--- src/rtl/timer_ctrl_if.sv ---
// ---------------------------------------------------------------------------
// timer_ctrl_if
//   Signal bundle between a timer controller and the block that drives it.
//
//   Handshake: a configuration transfers on any rising clk edge where
//   cfg_valid and cfg_ready are both 1. cfg_period and cfg_periodic must be
//   stable whenever cfg_valid is 1. cfg_ready does not depend on cfg_valid.
//
//   master : drives configuration, start/stop requests and irq_ack
//   slave  : the timer; drives count, tick, irq, ovf, busy, err, cfg_ready
//            and the debug FSM state (0 = IDLE, 1 = RUN, 2 = DONE)
// ---------------------------------------------------------------------------
interface timer_ctrl_if #(
    parameter int DATA_WIDTH = 5
);
    logic                  cfg_valid;
    logic                  cfg_ready;
    logic [DATA_WIDTH-1:0] cfg_period;
    logic                  cfg_periodic;
    logic                  start;
    logic                  stop;
    logic                  irq_ack;
    logic [DATA_WIDTH-1:0] count;
    logic                  tick;
    logic                  irq;
    logic                  ovf;
    logic                  busy;
    logic                  err;
    logic [1:0]            state;

    modport master (
        output cfg_valid, cfg_period, cfg_periodic, start, stop, irq_ack,
        input  cfg_ready, count, tick, irq, ovf, busy, err, state
    );

    modport slave (
        input  cfg_valid, cfg_period, cfg_periodic, start, stop, irq_ack,
        output cfg_ready, count, tick, irq, ovf, busy, err, state
    );
endinterface

--- src/rtl/timer_ctrl.sv ---
// ---------------------------------------------------------------------------
// timer_ctrl
//   Programmable period timer with one-shot and periodic modes, a sticky
//   interrupt with acknowledge, and an overflow flag for ticks lost while
//   the interrupt is still pending.
//
//   Ports
//     clk    : single clock, all state updates on its rising edge
//     reset  : asynchronous, active-high reset
//     bus    : timer_ctrl_if.slave
//                cfg_valid/cfg_ready/cfg_period/cfg_periodic : configuration
//                start, stop                                 : run control
//                irq_ack                                     : clears irq
//                count, tick, irq, ovf, busy, err            : status
//                state                                       : debug FSM state
// ---------------------------------------------------------------------------
module timer_ctrl #(
    parameter int DATA_WIDTH = 5
) (
    input  logic         clk,
    input  logic         reset,
    timer_ctrl_if.slave  bus
);

    typedef enum logic [1:0] {
        IDLE = 2'd0,
        RUN  = 2'd1,
        DONE = 2'd2
    } state_t;

    state_t                state_q;
    logic [DATA_WIDTH-1:0] count_q;
    logic [DATA_WIDTH-1:0] period_q;
    logic                  periodic_q;
    logic                  tick_q;
    logic                  irq_q;
    logic                  ovf_q;
    logic                  busy_q;
    logic                  ready_q;
    logic                  err_q;

    logic                  hs;
    logic                  cfg_ok;
    logic                  cfg_bad;
    logic [DATA_WIDTH-1:0] run_period;
    logic                  expire;
    logic                  tick_gen;
    logic                  start_bad;

    always_comb begin
        hs         = bus.cfg_valid & ready_q;
        cfg_ok     = hs & (bus.cfg_period != '0);
        cfg_bad    = hs & (bus.cfg_period == '0);
        // A start coinciding with an accepted config runs with the new period.
        run_period = cfg_ok ? bus.cfg_period : period_q;
        expire     = (state_q == RUN) && (count_q == period_q - DATA_WIDTH'(1));
        // stop takes priority over a coincident expiry.
        tick_gen   = expire & ~bus.stop;
        // A rejected config already raises err, so only flag a bad start
        // when no handshake happens on the same edge.
        start_bad  = bus.start & ~bus.stop & (state_q != RUN) &
                     (run_period == '0) & ~hs;
    end

    always_ff @(posedge clk or posedge reset) begin
        if (reset) begin
            state_q    <= IDLE;
            count_q    <= '0;
            period_q   <= '0;
            periodic_q <= 1'b0;
            tick_q     <= 1'b0;
            irq_q      <= 1'b0;
            ovf_q      <= 1'b0;
            busy_q     <= 1'b0;
            ready_q    <= 1'b1;
            err_q      <= 1'b0;
        end else begin
            tick_q <= tick_gen;
            err_q  <= cfg_bad | start_bad;

            if (cfg_ok) begin
                period_q   <= bus.cfg_period;
                periodic_q <= bus.cfg_periodic;
            end

            if (bus.stop) begin
                state_q <= IDLE;
                count_q <= '0;
                busy_q  <= 1'b0;
                ready_q <= 1'b1;
            end else begin
                case (state_q)
                    IDLE, DONE: begin
                        if (bus.start && run_period != '0) begin
                            state_q <= RUN;
                            count_q <= '0;
                            busy_q  <= 1'b1;
                            ready_q <= 1'b0;
                        end
                    end
                    RUN: begin
                        if (expire) begin
                            count_q <= '0;
                            if (!periodic_q) begin
                                state_q <= DONE;
                                busy_q  <= 1'b0;
                                ready_q <= 1'b1;
                            end
                        end else begin
                            count_q <= count_q + DATA_WIDTH'(1);
                        end
                    end
                    default: begin
                        state_q <= IDLE;
                        count_q <= '0;
                        busy_q  <= 1'b0;
                        ready_q <= 1'b1;
                    end
                endcase
            end

            // irq/ovf: a new tick wins over an acknowledge on the same edge.
            // cfg_ok and tick_gen are mutually exclusive (config only outside RUN).
            if (cfg_ok) begin
                ovf_q <= 1'b0;
            end
            if (tick_gen) begin
                irq_q <= 1'b1;
                if (irq_q && !bus.irq_ack) begin
                    ovf_q <= 1'b1;
                end
            end else if (bus.irq_ack) begin
                irq_q <= 1'b0;
            end
        end
    end

    assign bus.state     = state_q;
    assign bus.count     = count_q;
    assign bus.tick      = tick_q;
    assign bus.irq       = irq_q;
    assign bus.ovf       = ovf_q;
    assign bus.busy      = busy_q;
    assign bus.cfg_ready = ready_q;
    assign bus.err       = err_q;

endmodule

--- src/flat_wrapper.sv ---
// flat-port wrapper written by rule: the top's interface ports become plain ports
module timer_ctrl_flat 
#(
    parameter int DATA_WIDTH = 5
)
  (clk, reset, bus_cfg_valid, bus_cfg_period, bus_cfg_periodic, bus_start, bus_stop, bus_irq_ack, bus_cfg_ready, bus_count, bus_tick, bus_irq, bus_ovf, bus_busy, bus_err, bus_state);
  timer_ctrl_if #(.DATA_WIDTH(DATA_WIDTH)) bus_i ();
  input  logic clk;
  input  logic reset;
  input wire logic [$bits(bus_i.cfg_valid)-1:0] bus_cfg_valid;
  input wire logic [$bits(bus_i.cfg_period)-1:0] bus_cfg_period;
  input wire logic [$bits(bus_i.cfg_periodic)-1:0] bus_cfg_periodic;
  input wire logic [$bits(bus_i.start)-1:0] bus_start;
  input wire logic [$bits(bus_i.stop)-1:0] bus_stop;
  input wire logic [$bits(bus_i.irq_ack)-1:0] bus_irq_ack;
  output wire logic [$bits(bus_i.cfg_ready)-1:0] bus_cfg_ready;
  output wire logic [$bits(bus_i.count)-1:0] bus_count;
  output wire logic [$bits(bus_i.tick)-1:0] bus_tick;
  output wire logic [$bits(bus_i.irq)-1:0] bus_irq;
  output wire logic [$bits(bus_i.ovf)-1:0] bus_ovf;
  output wire logic [$bits(bus_i.busy)-1:0] bus_busy;
  output wire logic [$bits(bus_i.err)-1:0] bus_err;
  output wire logic [$bits(bus_i.state)-1:0] bus_state;
  assign bus_i.cfg_valid = bus_cfg_valid;
  assign bus_i.cfg_period = bus_cfg_period;
  assign bus_i.cfg_periodic = bus_cfg_periodic;
  assign bus_i.start = bus_start;
  assign bus_i.stop = bus_stop;
  assign bus_i.irq_ack = bus_irq_ack;
  assign bus_cfg_ready = bus_i.cfg_ready;
  assign bus_count = bus_i.count;
  assign bus_tick = bus_i.tick;
  assign bus_irq = bus_i.irq;
  assign bus_ovf = bus_i.ovf;
  assign bus_busy = bus_i.busy;
  assign bus_err = bus_i.err;
  assign bus_state = bus_i.state;
  timer_ctrl #(.DATA_WIDTH(DATA_WIDTH)) u_core (.clk(clk), .reset(reset), .bus(bus_i));
endmodule
--- config.mk ---
export PLATFORM = sky130hd
export DESIGN_NAME = timer_ctrl_flat
export DESIGN_NICKNAME = d
export VERILOG_FILES = /design/src/rtl/timer_ctrl_if.sv /design/src/rtl/timer_ctrl.sv /design/src/flat_wrapper.sv
export SDC_FILE = /design/constraint.sdc
export NUM_CORES = 1
export LEC_CHECK = 0
export CAP_MARGIN = 40
export CORE_MARGIN = 5
export CORE_UTILIZATION = 48
export CTS_CLUSTER_DIAMETER = 200
export CTS_CLUSTER_SIZE = 16
export DETAILED_ROUTE_END_ITERATION = 10
export GPL_ROUTABILITY_DRIVEN = 0
export PLACE_DENSITY = 0.83
export REMOVE_ABC_BUFFERS = 1
export SYNTH_ARGS = -nofsm -noshare
export SYNTH_HDL_FRONTEND = slang
export SYNTH_SLANG_ARGS = --single-unit
export TNS_END_PERCENT = 5
--- constraint.sdc ---
create_clock -name clk -period 2.39 [get_ports clk]
set_input_delay 0.239 -clock clk [delete_from_list [all_inputs] [get_ports clk]]
set_output_delay 0.239 -clock clk [all_outputs]
set_load 0.01 [all_outputs]
==> results of run 1 <==
## layout by cell type, fill, tap and decap left out, types with 2 or more instances in the layout
cell | Yosys | routed
xor2_1 | 2 | 2
clkbuf_4 | 0 | 3
nor2_1 | 5 | 5
nand2b_1 | 3 | 3
nand2_1 | 13 | 13
a32o_1 | 2 | 2
dfrtp_1 | 18 | 18
nor3_1 | 4 | 4
nor2b_1 | 3 | 3
nand3_1 | 4 | 4
clkdlybuf4s50_1 | 0 | 24
ha_1 | 2 | 2
o221ai_1 | 2 | 2
xnor2_1 | 5 | 5
o21ai_0 | 3 | 3
inv_1 | 5 | 5
o21ai_1 | 2 | 2
mux2_2 | 4 | 4
## stage by stage
stage	area (um^2)	utilization, %	cells	worst slack (ps)	hold slack, ps
after floorplan	992	-	94	518	189
after global placement	1270	63.9	145	468	469
after detailed placement	1270	63.9	145	376	489
after CTS	1290	65.3	149	348	350
after global routing	1290	65.3	149	170	389
final	1290	65.3	149	344	347
## where the power goes
group          switching [W]  total (W)  leakage (nW)  internal, W
clock              0.0000957   0.000158        0.0177    0.0000623
combinational       0.000116   0.000239         0.278     0.000122
sequential         0.0000481   0.000409         0.246     0.000361
## layout make-up
cell class                      count  area share [%]
Clock buffer                        3            1.74
Clock inverter                      1           0.387
Inverter                            5            1.45
Multi-Input combinational cell     70            38.4
Sequential cell                    19            36.8
Tap cell                           27            2.61
Timing Repair Buffer               24            18.6
## worst min-delay path by stage
stage                              from                       endpoint  slack [ps]  depth (start not counted)
3_3_place_gp   u_core.bus.ovf$_DFF_PP0_       u_core.bus.ovf$_DFF_PP0_         470                          2
2_1_floorplan                     reset    u_core.bus.busy$_DFFE_PP0P_         190                          1
5_1_grt                           reset  u_core.periodic_q$_DFFE_PP0P_         390                          2
4_1_cts                           reset  u_core.periodic_q$_DFFE_PP0P_         350                          2
6_report                          reset  u_core.periodic_q$_DFFE_PP0P_         350                          2
3_5_place_dp   u_core.bus.ovf$_DFF_PP0_       u_core.bus.ovf$_DFF_PP0_         490                          2
## routing by layer
layer,vias to the layer above,wire length [um]
met4,0,47
met5,-,0
met1,408,921
met3,4,77
met2,22,1150
li1,399,-
## worst max-delay path, stage by stage (launching register included)
cell and delay (ps):
dfrtp_1 450, inv_1 70, ha_1 260, o21ba_2 210, a221oi_1 350, a41oi_2 160, o21ai_1 310, o21ai_0 120
## flip-flops by register name, summed over array words and instances, names as in the netlist
name                  flops
u_core.period_q           5
u_core.bus.busy           1
u_core.bus.irq            1
u_core.bus.state          2
u_core.bus.count          5
u_core.bus.ovf            1
u_core.bus.tick           1
u_core.bus.cfg_ready      1
u_core.bus.err            1
u_core.periodic_q         1
## cell families (layout without fill, tap and decap cells)
logic type | Yosys count | in the layout | synth area share [%]
AOI/OAI and AO/OA | 19 | 19 | 16.8
xor gates and xnor gates | 7 | 7 | 6.06
adders and majority gates | 2 | 2 | 2.47
buffers and inverters | 8 | 33 | 3.83
DFF | 19 | 19 | 47.1
muxes | 4 | 4 | 4.45
and+or+nand+nor | 38 | 38 | 19.3
==> impl_metrics.toml, run 1 <==
[layout]
regArea_um2 = 477
drive_gt1_share_pct = 13.1
syn_to_final_growth_pct = 27.8
fillCellCount = 156
diodes = 0
multiInputGateArea_um2 = 497
nNetsFinal = 137

[global_route]
grt-busiest-layer = "met2"
grt_pass1_vias = 837
grtUsageTotal_pct = 15.7
met3_usage_pct = 3.71
grt_max_degree = 20
grtUsageMet1_pct = 19.0
grt_pass1_wl_um = 3770
use_met2_pct = 25.7
antenna_found_initial = 0
grt_overflow = 0

[logic_synthesis]
netlist_top_cells_area = "dfrtp_1, nand2_1, mux2_2"
yosys.area.top_type = "dfrtp_1"
synth-edff-count = 0
syn-cell-area_mm2 = 0.00101
synthFlopType = "dfrtp_1"
synthMostInstantiatedCell = "dfrtp_1"
syn_avg_cell_area_um2 = 10.4
synthCells = 97
ys_seq_area_share_pct = 47.1
synth-seq-cells = 19
synthDominantCellAreaShare_pct = 44.5
yosys_warnings = 0
synth_commonest_cells = "dfrtp_1, nand2_1, inv_1, nor2_1, xnor2_1"
synth_cell_types = 36
synthArstFlopShare_pct = 100

[floorplanning]
die_y_um = 55.9
initial_core_util_pct = 51.1
core_mm2 = 0.00198
io_pins = 25
die_width_um = 55.9
die-area_mm2 = 0.00313
rows = 16

[clock_network]
cts_buffers = 3
cts_max_path_buffers = 2
clockRootBuffer = "clkbuf_4"
htreeDepth = 1
clock_latency_ps = 290
holdBufCountCts = 0
cts.sinks = 19
path_clk_slew_ps = 100
tritoncts = "done"
cts_resized = 0
postCtsSetupRepairBufs = 0

[power_and_ir_drop]
p_total_w = 0.000806
powerDensity_mw_per_mm2 = 623
peakVddDrop_mv = 0.571
p_leak_nw = 0.541

[detailed_routing]
drt-wirelength-per-cell_um = 14.7
drc = 0
drtIter0Drc = 8
ant_nets = 0
drtPass1Iterations = 4
routed_wl_um = 2190
vias = 833
avgViaCountPerCell = 5.59

[timing]
rsz0062_at_grt = "false"
setup-violations-final = 0
relSlewSlack_pct = 52.2
fin_skew_ps = 3.44
tightest_slew_ps = 716
fmax_mhz = 489
hold_viol_final = 0
finalCriticalPeriod_ps = 2050
final_max_slew_viol_count = 0
fin_crit_sh_pct = 85.6
fin_tns_setup_ps = 0

[run_status]
status = "finished clean"

[place]
dpl.hpwl_um = 1680
portBuffers = 24

[setup_path]
crit_start = "u_core.period_q[0]$_DFF_PP0_"
r2r-start = "u_core.period_q[0]$_DFF_PP0_"
crit_fanout = 7
reg2reg_slack_ps = 340
reg2reg_to = "u_core.bus.count[1]$_DFFE_PP0P_"
r2r_cells = 7
critPathArrivalTime_ps = 2220
end_kind = "flop"
crit_type = "reg2reg"
endpoint = "u_core.bus.count[1]$_DFFE_PP0P_"
crit_required_ps = 2570
cp-start-kind = "flop"

[run]
cap_violations = 0

[hold_path]
hold_path_class = "in2async"
Power figures use the tool's default switching activity.
==> run 2: changes to the inputs <==
- CTS_CLUSTER_DIAMETER: 200 -> default
==> results of run 2 <==
No change in the layout: final DEF, timing and power equal those of run 1.
